--- config.mk ---
export PLATFORM = sky130hd
export DESIGN_NAME = alu_arbiter
export DESIGN_NICKNAME = d
export VERILOG_FILES = /design/src/rtl/alu_pkg.sv /design/src/rtl/alu.sv /design/src/rtl/rr_arbiter.sv /design/src/rtl/alu_arbiter.sv
export SDC_FILE = /design/constraint.sdc
export NUM_CORES = 1
export LEC_CHECK = 0
export CAP_MARGIN = 30
export CORE_ASPECT_RATIO = 1.5
export CORE_MARGIN = 1.5
export CORE_UTILIZATION = 54
export CTS_CLUSTER_SIZE = 28
export DETAILED_ROUTE_END_ITERATION = 16
export PLACE_DENSITY = 0.89
export SLEW_MARGIN = 10
export SYNTH_ARGS = -nofsm -noshare
export SYNTH_HDL_FRONTEND = slang
export SYNTH_HIERARCHICAL = 1
export SYNTH_SLANG_ARGS = --single-unit
--- constraint.sdc ---
create_clock -name clk -period 5.3 [get_ports clk]
set_input_delay 1.59 -clock clk [delete_from_list [all_inputs] [get_ports clk]]
set_output_delay 1.59 -clock clk [all_outputs]
set_load 0.02 [all_outputs]
--- src/rtl/alu_pkg.sv ---
// Shared definitions for the arbitrated ALU: opcode encodings and the arbiter FSM state type.
package alu_pkg;

  localparam logic [2:0] ALU_SEL_ADD = 3'd1;
  localparam logic [2:0] ALU_SEL_SUB = 3'd2;
  localparam logic [2:0] ALU_SEL_AND = 3'd3;
  localparam logic [2:0] ALU_SEL_OR  = 3'd4;
  localparam logic [2:0] ALU_SEL_GT  = 3'd5;
  localparam logic [2:0] ALU_SEL_EQ  = 3'd6;

  typedef enum logic [1:0] {
    IDLE,
    EXEC,
    RESP
  } arb_state_t;

endpackage

--- src/rtl/alu.sv ---
// Combinational ALU; opcodes 0 and 7 produce zero, ADD/SUB wrap with no carry out.
module alu
  import alu_pkg::*;
#(
  parameter int length = 16
) (
  input  logic [length-1:0] a,
  input  logic [length-1:0] b,
  input  logic [2:0]        sel,
  output logic [length-1:0] out
);

  always_comb begin
    out = '0;
    case (sel)
      ALU_SEL_ADD: out = a + b;
      ALU_SEL_SUB: out = a - b;
      ALU_SEL_AND: out = a & b;
      ALU_SEL_OR:  out = a | b;
      ALU_SEL_GT:  out = {{(length-1){1'b0}}, (a > b)};
      ALU_SEL_EQ:  out = {{(length-1){1'b0}}, (a == b)};
      default:     out = '0;
    endcase
  end

endmodule

--- src/rtl/rr_arbiter.sv ---
// Combinational round-robin picker: first asserted request at or after ptr, wrapping mod N.
module rr_arbiter #(
  parameter int N = 4
) (
  input  logic [N-1:0]         req,
  input  logic [$clog2(N)-1:0] ptr,
  output logic [N-1:0]         gnt,
  output logic [$clog2(N)-1:0] gnt_idx,
  output logic                 any
);

  localparam int IW = $clog2(N);

  always_comb begin
    int idx;
    gnt     = '0;
    gnt_idx = '0;
    any     = 1'b0;
    idx     = 0;
    for (int k = 0; k < N; k++) begin
      idx = int'(ptr) + k;
      if (idx >= N) idx = idx - N;
      if (!any && req[IW'(idx)]) begin
        any              = 1'b1;
        gnt[IW'(idx)]    = 1'b1;
        gnt_idx          = IW'(idx);
      end
    end
  end

endmodule

--- src/rtl/alu_arbiter.sv ---
// Round-robin sharing of one ALU among NUM_REQ requesters with a single response channel.
// Optional per-requester grant counters are enabled with `define ALU_ARB_STATS_EN.
module alu_arbiter
  import alu_pkg::*;
#(
  parameter int length  = 16,
  parameter int NUM_REQ = 4
) (
  input  logic                         clk,
  input  logic                         rst_n,
  input  logic [NUM_REQ-1:0]           req_valid,
  output logic [NUM_REQ-1:0]           req_ready,
  input  logic [NUM_REQ*length-1:0]    req_a,
  input  logic [NUM_REQ*length-1:0]    req_b,
  input  logic [NUM_REQ*3-1:0]         req_sel,
  output logic                         rsp_valid,
  input  logic                         rsp_ready,
  output logic [$clog2(NUM_REQ)-1:0]   rsp_id,
  output logic [length-1:0]            rsp_data
`ifdef ALU_ARB_STATS_EN
  ,
  input  logic                         stats_clr,
  output logic [NUM_REQ*16-1:0]        grant_cnt
`endif
);

  localparam int ID_W = $clog2(NUM_REQ);

  arb_state_t          state;
  logic [ID_W-1:0]     rr_ptr;
  logic [ID_W-1:0]     gnt_idx;
  logic [ID_W-1:0]     next_ptr;
  logic [NUM_REQ-1:0]  gnt;
  logic                any;
  logic [length-1:0]   op_a;
  logic [length-1:0]   op_b;
  logic [2:0]          op_sel;
  logic [length-1:0]   alu_out;

  rr_arbiter #(.N(NUM_REQ)) u_rr (
    .req     (req_valid),
    .ptr     (rr_ptr),
    .gnt     (gnt),
    .gnt_idx (gnt_idx),
    .any     (any)
  );

  alu #(.length(length)) u_alu (
    .a   (op_a),
    .b   (op_b),
    .sel (op_sel),
    .out (alu_out)
  );

  // Ready is offered only while idle, so at most one requester sees it.
  assign req_ready = (state == IDLE) ? gnt : '0;
  assign next_ptr  = (gnt_idx == ID_W'(NUM_REQ-1)) ? '0 : gnt_idx + 1'b1;

  always_ff @(posedge clk or negedge rst_n) begin
    if (!rst_n) begin
      state     <= IDLE;
      rr_ptr    <= '0;
      op_a      <= '0;
      op_b      <= '0;
      op_sel    <= '0;
      rsp_valid <= 1'b0;
      rsp_id    <= '0;
      rsp_data  <= '0;
    end else begin
      case (state)
        // Accept stage: capture the granted payload into the ALU operand registers.
        IDLE: begin
          if (any) begin
            op_a   <= req_a[int'(gnt_idx)*length +: length];
            op_b   <= req_b[int'(gnt_idx)*length +: length];
            op_sel <= req_sel[int'(gnt_idx)*3 +: 3];
            rsp_id <= gnt_idx;
            rr_ptr <= next_ptr;
            state  <= EXEC;
          end
        end
        // Execute stage: capture the ALU result into the response register.
        EXEC: begin
          rsp_data  <= alu_out;
          rsp_valid <= 1'b1;
          state     <= RESP;
        end
        // Response stage: hold until the consumer takes it.
        RESP: begin
          if (rsp_ready) begin
            rsp_valid <= 1'b0;
            state     <= IDLE;
          end
        end
        default: state <= IDLE;
      endcase
    end
  end

`ifdef ALU_ARB_STATS_EN
  logic [NUM_REQ-1:0][15:0] cnt;

  always_ff @(posedge clk or negedge rst_n) begin
    if (!rst_n) begin
      cnt <= '0;
    end else if (stats_clr) begin
      cnt <= '0;
    end else begin
      for (int i = 0; i < NUM_REQ; i++) begin
        if (req_valid[i] && req_ready[i] && cnt[i] != 16'hFFFF) cnt[i] <= cnt[i] + 16'd1;
      end
    end
  end

  assign grant_cnt = cnt;
`endif

endmodule
## Word-level counts from Yosys, hierarchy flattened

Index checks and enable logic that the tools add are counted.

| operators by class | value |
|---|---|
| equal/unequal tests | 12 |
| add/sub/neg operators | 10 |
| bitwise gates (word level) | 5 |
| shifts and indexed selects | 3 |
| multipliers | 1 |
| muxes and demuxes | 44 |
| magnitude comparators | 13 |
| reductions and logical operators | 15 |

Operator list:

| cell | number |
|---|---|
| $shiftx 64x7->16 | 2 |
| $pmux 16 s6 | 1 |
| $mux 2 | 11 |
| $mux 4 | 5 |
| $mux 1 | 17 |
| $add 16x16->16 | 1 |
| $and 16x16->16 | 1 |
| $eq 16x16->1 | 1 |
| $gt 16x16->1 | 1 |
| $lt 2x4->1 const B | 4 |
| $or 16x16->16 | 1 |
| $sub 16x16->16 | 1 |
| $or 4x4->4 | 3 |
| $shiftx 12x5->3 | 1 |
| $eq 3x3->1 const B | 3 |
| $ge 3x3->1 const B | 3 |
| $bmux 1 s2 | 4 |
| $demux 1 s2 | 4 |
| $ge 2x1->1 const B | 4 |
| $sub 2x1->2 const B | 4 |
| $logic_and 1x1->1 | 7 |
| $add 2x2->3 const B | 2 |
| $eq 3x2->1 const B | 2 |
| $pmux 2 s3 | 1 |
| 13 further kinds | 19 |

| storage, ports and cells | value |
|---|---|
| output and inout port bits | 23 |
| input bits | 147 |
| logic and storage cells | 111 |
| flip-flop bits (word level) | 58 |

## Depth between registers and ports, before layout

| depth | value |
|---|---|
| depth in word-level cells | 17 |
| gate-level depth with buffers | 12 |
| depth with buffers taken out | 11 |

## By module

Netlist, hierarchy kept.

By module, submodules not included:

| module | sequential area each (um2) | times used | cells an instance | area an instance (um2) |
|---|---|---|---|---|
| alu_arbiter | 1451.4 | 1 | 176 | 3206.8 |
| alu | 0.0 | 1 | 362 | 2377.3 |
| rr_arbiter | 0.0 | 1 | 63 | 500.5 |

## Least setup slack after synthesis

Ideal clock, no wire load.

| timing path | value |
|---|---|
| path kind | input -> output |
| start point | in req_valid[3] |
| end point | out req_ready[2] |
| stages | 6 |
| buffers on the path | 1 |
| slack | 0.874 ns |
| arrival time | 2.836 ns |
| cell sequence | mux4_2 > buf_6 > nor4b_1 > a31oi_1 > nand3_1 > and2_1 |

| on the way | value |
|---|---|
| longest elaborated chain between the ends | 14 |

RTL lines:

| element | RTL line | text |
|---|---|---|
| start: declaration | alu_arbiter.sv:11 | `input logic [NUM_REQ-1:0] req_valid,` |
| $bmux 1 s2 | rr_arbiter.sv:23 | `if (!any && req[IW'(idx)]) begin` |
| $mux 1 (not written as such) (2 in a row) | rr_arbiter.sv:23 |  |
| $mux 1 | rr_arbiter.sv:23 |  |
| $logic_not 1->1 | rr_arbiter.sv:23 |  |
| $logic_and 1x1->1 | rr_arbiter.sv:23 |  |
| $mux 1 | rr_arbiter.sv:23 |  |
| $logic_not 1->1 | rr_arbiter.sv:23 |  |
| $logic_and 1x1->1 | rr_arbiter.sv:23 |  |
| $mux 1 | rr_arbiter.sv:23 |  |
| $logic_not 1->1 | rr_arbiter.sv:23 |  |
| $logic_and 1x1->1 | rr_arbiter.sv:23 |  |
| $mux 4 (*) | rr_arbiter.sv:23 |  |
| net gnt[2] | alu_arbiter.sv:33 | `logic [NUM_REQ-1:0] gnt;` |
| $mux 4 (*) | alu_arbiter.sv:56 | `assign req_ready = (state == IDLE) ? gnt : '0;` |
| end: declaration | alu_arbiter.sv:12 | `output logic [NUM_REQ-1:0] req_ready,` |

Mark *: on every way through the listed nets, which the timed path passes. The rest lies on a longest branch. The select of a mux whose other input is x is not followed.

## Worst setup path after layout

| timing path | value |
|---|---|
| start point | in req_valid[2] |
| end point | out req_ready[1] |

Same word-level chain as after synthesis.

==> metrics <==
P&R area growth vs syn 34.5%; clk_lat worst skew 0.33 ns; Starting DRT DRC Count about 390; syn nets ~810; Setup WS post-layout 0.211 ns; n_diodes 0; Compound-Gate Fraction of Synth Area 16.7%; post-synth top area cell dfrtp_1; kind of critical path in2out; Yosys top cell area share 23.9%; Yosys warning count 6; static leakage ~0.0035 uW; Max-slew headroom 50.1%; Worst EP arrival about 3.5 ns; Max Root-Sink Buffers 2; CTS H-tree lvls 3; RePlAce Congestion 0.896; Nets between 900 and 1,000; Cells after Synth 601; Seq/Total Area, Yosys 23.9%; Placement Setup Slack -0.291 ns; Most used DFF post-synth dfrtp_1; max-slew violation count 0; HPWL after DPL between 10,000 and 15,000 um; WP data required 3.71 ns; via/cell ratio 6.26; actual slew at the worst max-slew pin 0.729 ns; layout cell share with drive strength beyond 1 17.3%; Total GRT Usage 31.7%; critical path capture point type primary output; synthesized cell area 6080 sq um; antenna violations before repair 0; synth cell count leaders dfrtp_1 (58), ha_1 (58), nor2_1 (53); status completed; CTS sink count 58; top post-synthesis cells by area dfrtp_1 (24%), ha_1 (12%), mux4_2 (12%); pwr dens 777 nW/um^2; fin crit period 5.09 ns; WL/cell approximately 20 um; Peak supply drop roughly 0.00061 V; IO buf count 169; xor and xnor area share after synthesis 0.144%; hold buffers post-CTS 0; Adder-Cell Fraction of Synth Area 12.6%; Fin. Hold Viols 0; Clock transition at path regs around 0.050 ns; DIE HEIGHT around 130 um; Root Driver clkbuf_16; WL final 18,300 um; max cap viols 0; first-pass GRT wire length 29,100 um; design area 8190 sq um; hold_ws 0.486 ns; Max Clk Rate 0.196 GHz; type of the worst min-delay path reg2reg; Die Wd 89.7 um; full die area around 12,000 sq um; Async S/R FF share, synth 100%; mean post-synth cell area 10.1 sq um; setup violators final 0; Synth Area in Simple Gates 12.3%; RSZ-0062 raised after global routing false; Initial Util 55.3%; DR DRC count 0; vias 5,705; CTS tree done; core footprint around 11,000 sq um; Routed Antenna Nets 0; vias in the first global route 6,035; worst-case clock skew between 0.007 and 0.008 ns; CTS buffer count 9; register bit count reported by yosys a little under 60; I/O pin cnt 170; GR Overflow Total 0; largest net degree at the start of global routing 59; Netlist cell types 62; FP Rows 47; number of enable flip-flop cells after synthesis 0; post-synthesis mux area share 27.8%; worst-path fanout max 8; largest family of logic cells by synthesized area multiplexers; Tcrit/Tclk final 96.0%; placement-stage cell area just under 8000 sq um; startpoint types primary input; Pre-Repair DR Iteration Count 6
-- sequential cells by signal, summed over array words and instances, names as in the netlist --
register / flops
op_a: 16
op_b: 16
op_sel: 3
rr_ptr: 2
rsp_data: 16
rsp_id: 2
rsp_valid: 1
state: 2
-- area by class of cell --
type                    instances  area, sq um
multi-input cells             457         4280
fillers                       791         2810
repair buffers                185         1800
flip-flops and latches         58         1450
clock buffers                  12          246
inverters                      49          184
well taps                     147          184
clock inverters                 3         40.0
-- power by group --
| group | leakage [uW] | internal [uW] | switching (uW) |
|---|---|---|---|
| Combinational | 0.00269 | 2320 | 2520 |
| Sequential | 0.000690 | 690 | 249 |
| Clock | 0.000142 | 372 | 203 |
| Total | 0.00353 | 3390 | 2970 |
-- worst max-delay path: stages --
cell             delay [ns]
dlygate4sd2_1          0.30
mux4_2                 0.52
buf_4                  0.17
nor2b_2                0.17
a221oi_2               0.09
o21ai_0                0.20
and2_1                 0.15
clkdlybuf4s15_1        0.30
-- layer usage --
metal / GRT usage, % / wire, um / up-vias
met5: 0 / 0 / -
met4: 17.2 / 832 / 0
met3: 6.11 / 911 / 79
met2: 55.6 / 9830 / 268
met1: 34.7 / 6730 / 2788
li1: - / - / 2570
-- cell usage in the layout (no fill, tap or decap), types with 7 or more instances in the layout --
cell / netlist / layout
o21ai_0: 23 / 23
mux2_2: 23 / 23
a221oi_1: 12 / 11
mux4_2: 32 / 32
nand3_1: 12 / 11
nor2b_1: 12 / 11
nor3_1: 14 / 13
dfrtp_1: 58 / 58
mux4_1: 7 / 7
a21oi_1: 33 / 33
buf_4: 1 / 16
nand2b_1: 9 / 9
o221ai_1: 9 / 9
mux2_4: 28 / 28
o211ai_1: 7 / 7
nor2_1: 53 / 53
nand2_1: 24 / 24
inv_1: 49 / 49
a31oi_1: 7 / 7
ha_1: 58 / 58
clkbuf_16: 0 / 9
clkdlybuf4s50_1: 0 / 160
-- cell families (layout without fill, tap and decap cells) --
group | Yosys count | in the layout
xor+xnor | 1 | 1
flops | 58 | 58
compound gates | 145 | 145
buf+inv | 86 | 249
mux | 100 | 100
fa+ha+maj | 60 | 60
simple gates | 151 | 151
-- per-stage QoR --
step	setup TNS [ns]	power [uW]	instances	util [%]
finish	0	6360	911	74.4
global route	0	6810	911	74.4
CTS	0	6290	909	74.2
detailed placement	-1.01	5650	892	71.4
global placement	-0.585	5490	892	71.4
floorplan	0	4550	601	-
-- path summary, 6_finish.rpt --
path                       slack [ns]            to  cells past startpoint    startpoint
setup / recovery                 0.21  req_ready[1]                      8  req_valid[2]
hold / removal                   0.49     rsp_id[0]                      1     rsp_id[0]
setup reg to reg                 1.37      op_a[15]                     10     rr_ptr[1]
hold reg to reg                  0.49     rsp_id[0]                      1     rsp_id[0]
max in group asynchronous        3.37  rsp_data[15]                      2         rst_n
min in group asynchronous        1.42       op_b[8]                      2         rst_n
-- timing repair --
item                                    in CTS  in global routing
pin swaps                                    0                  0
setup buffers                                2                  1
gates resized for setup                     12                  3
endpoints found under the setup margin       4                  3
Power figures use the tool's default switching activity.
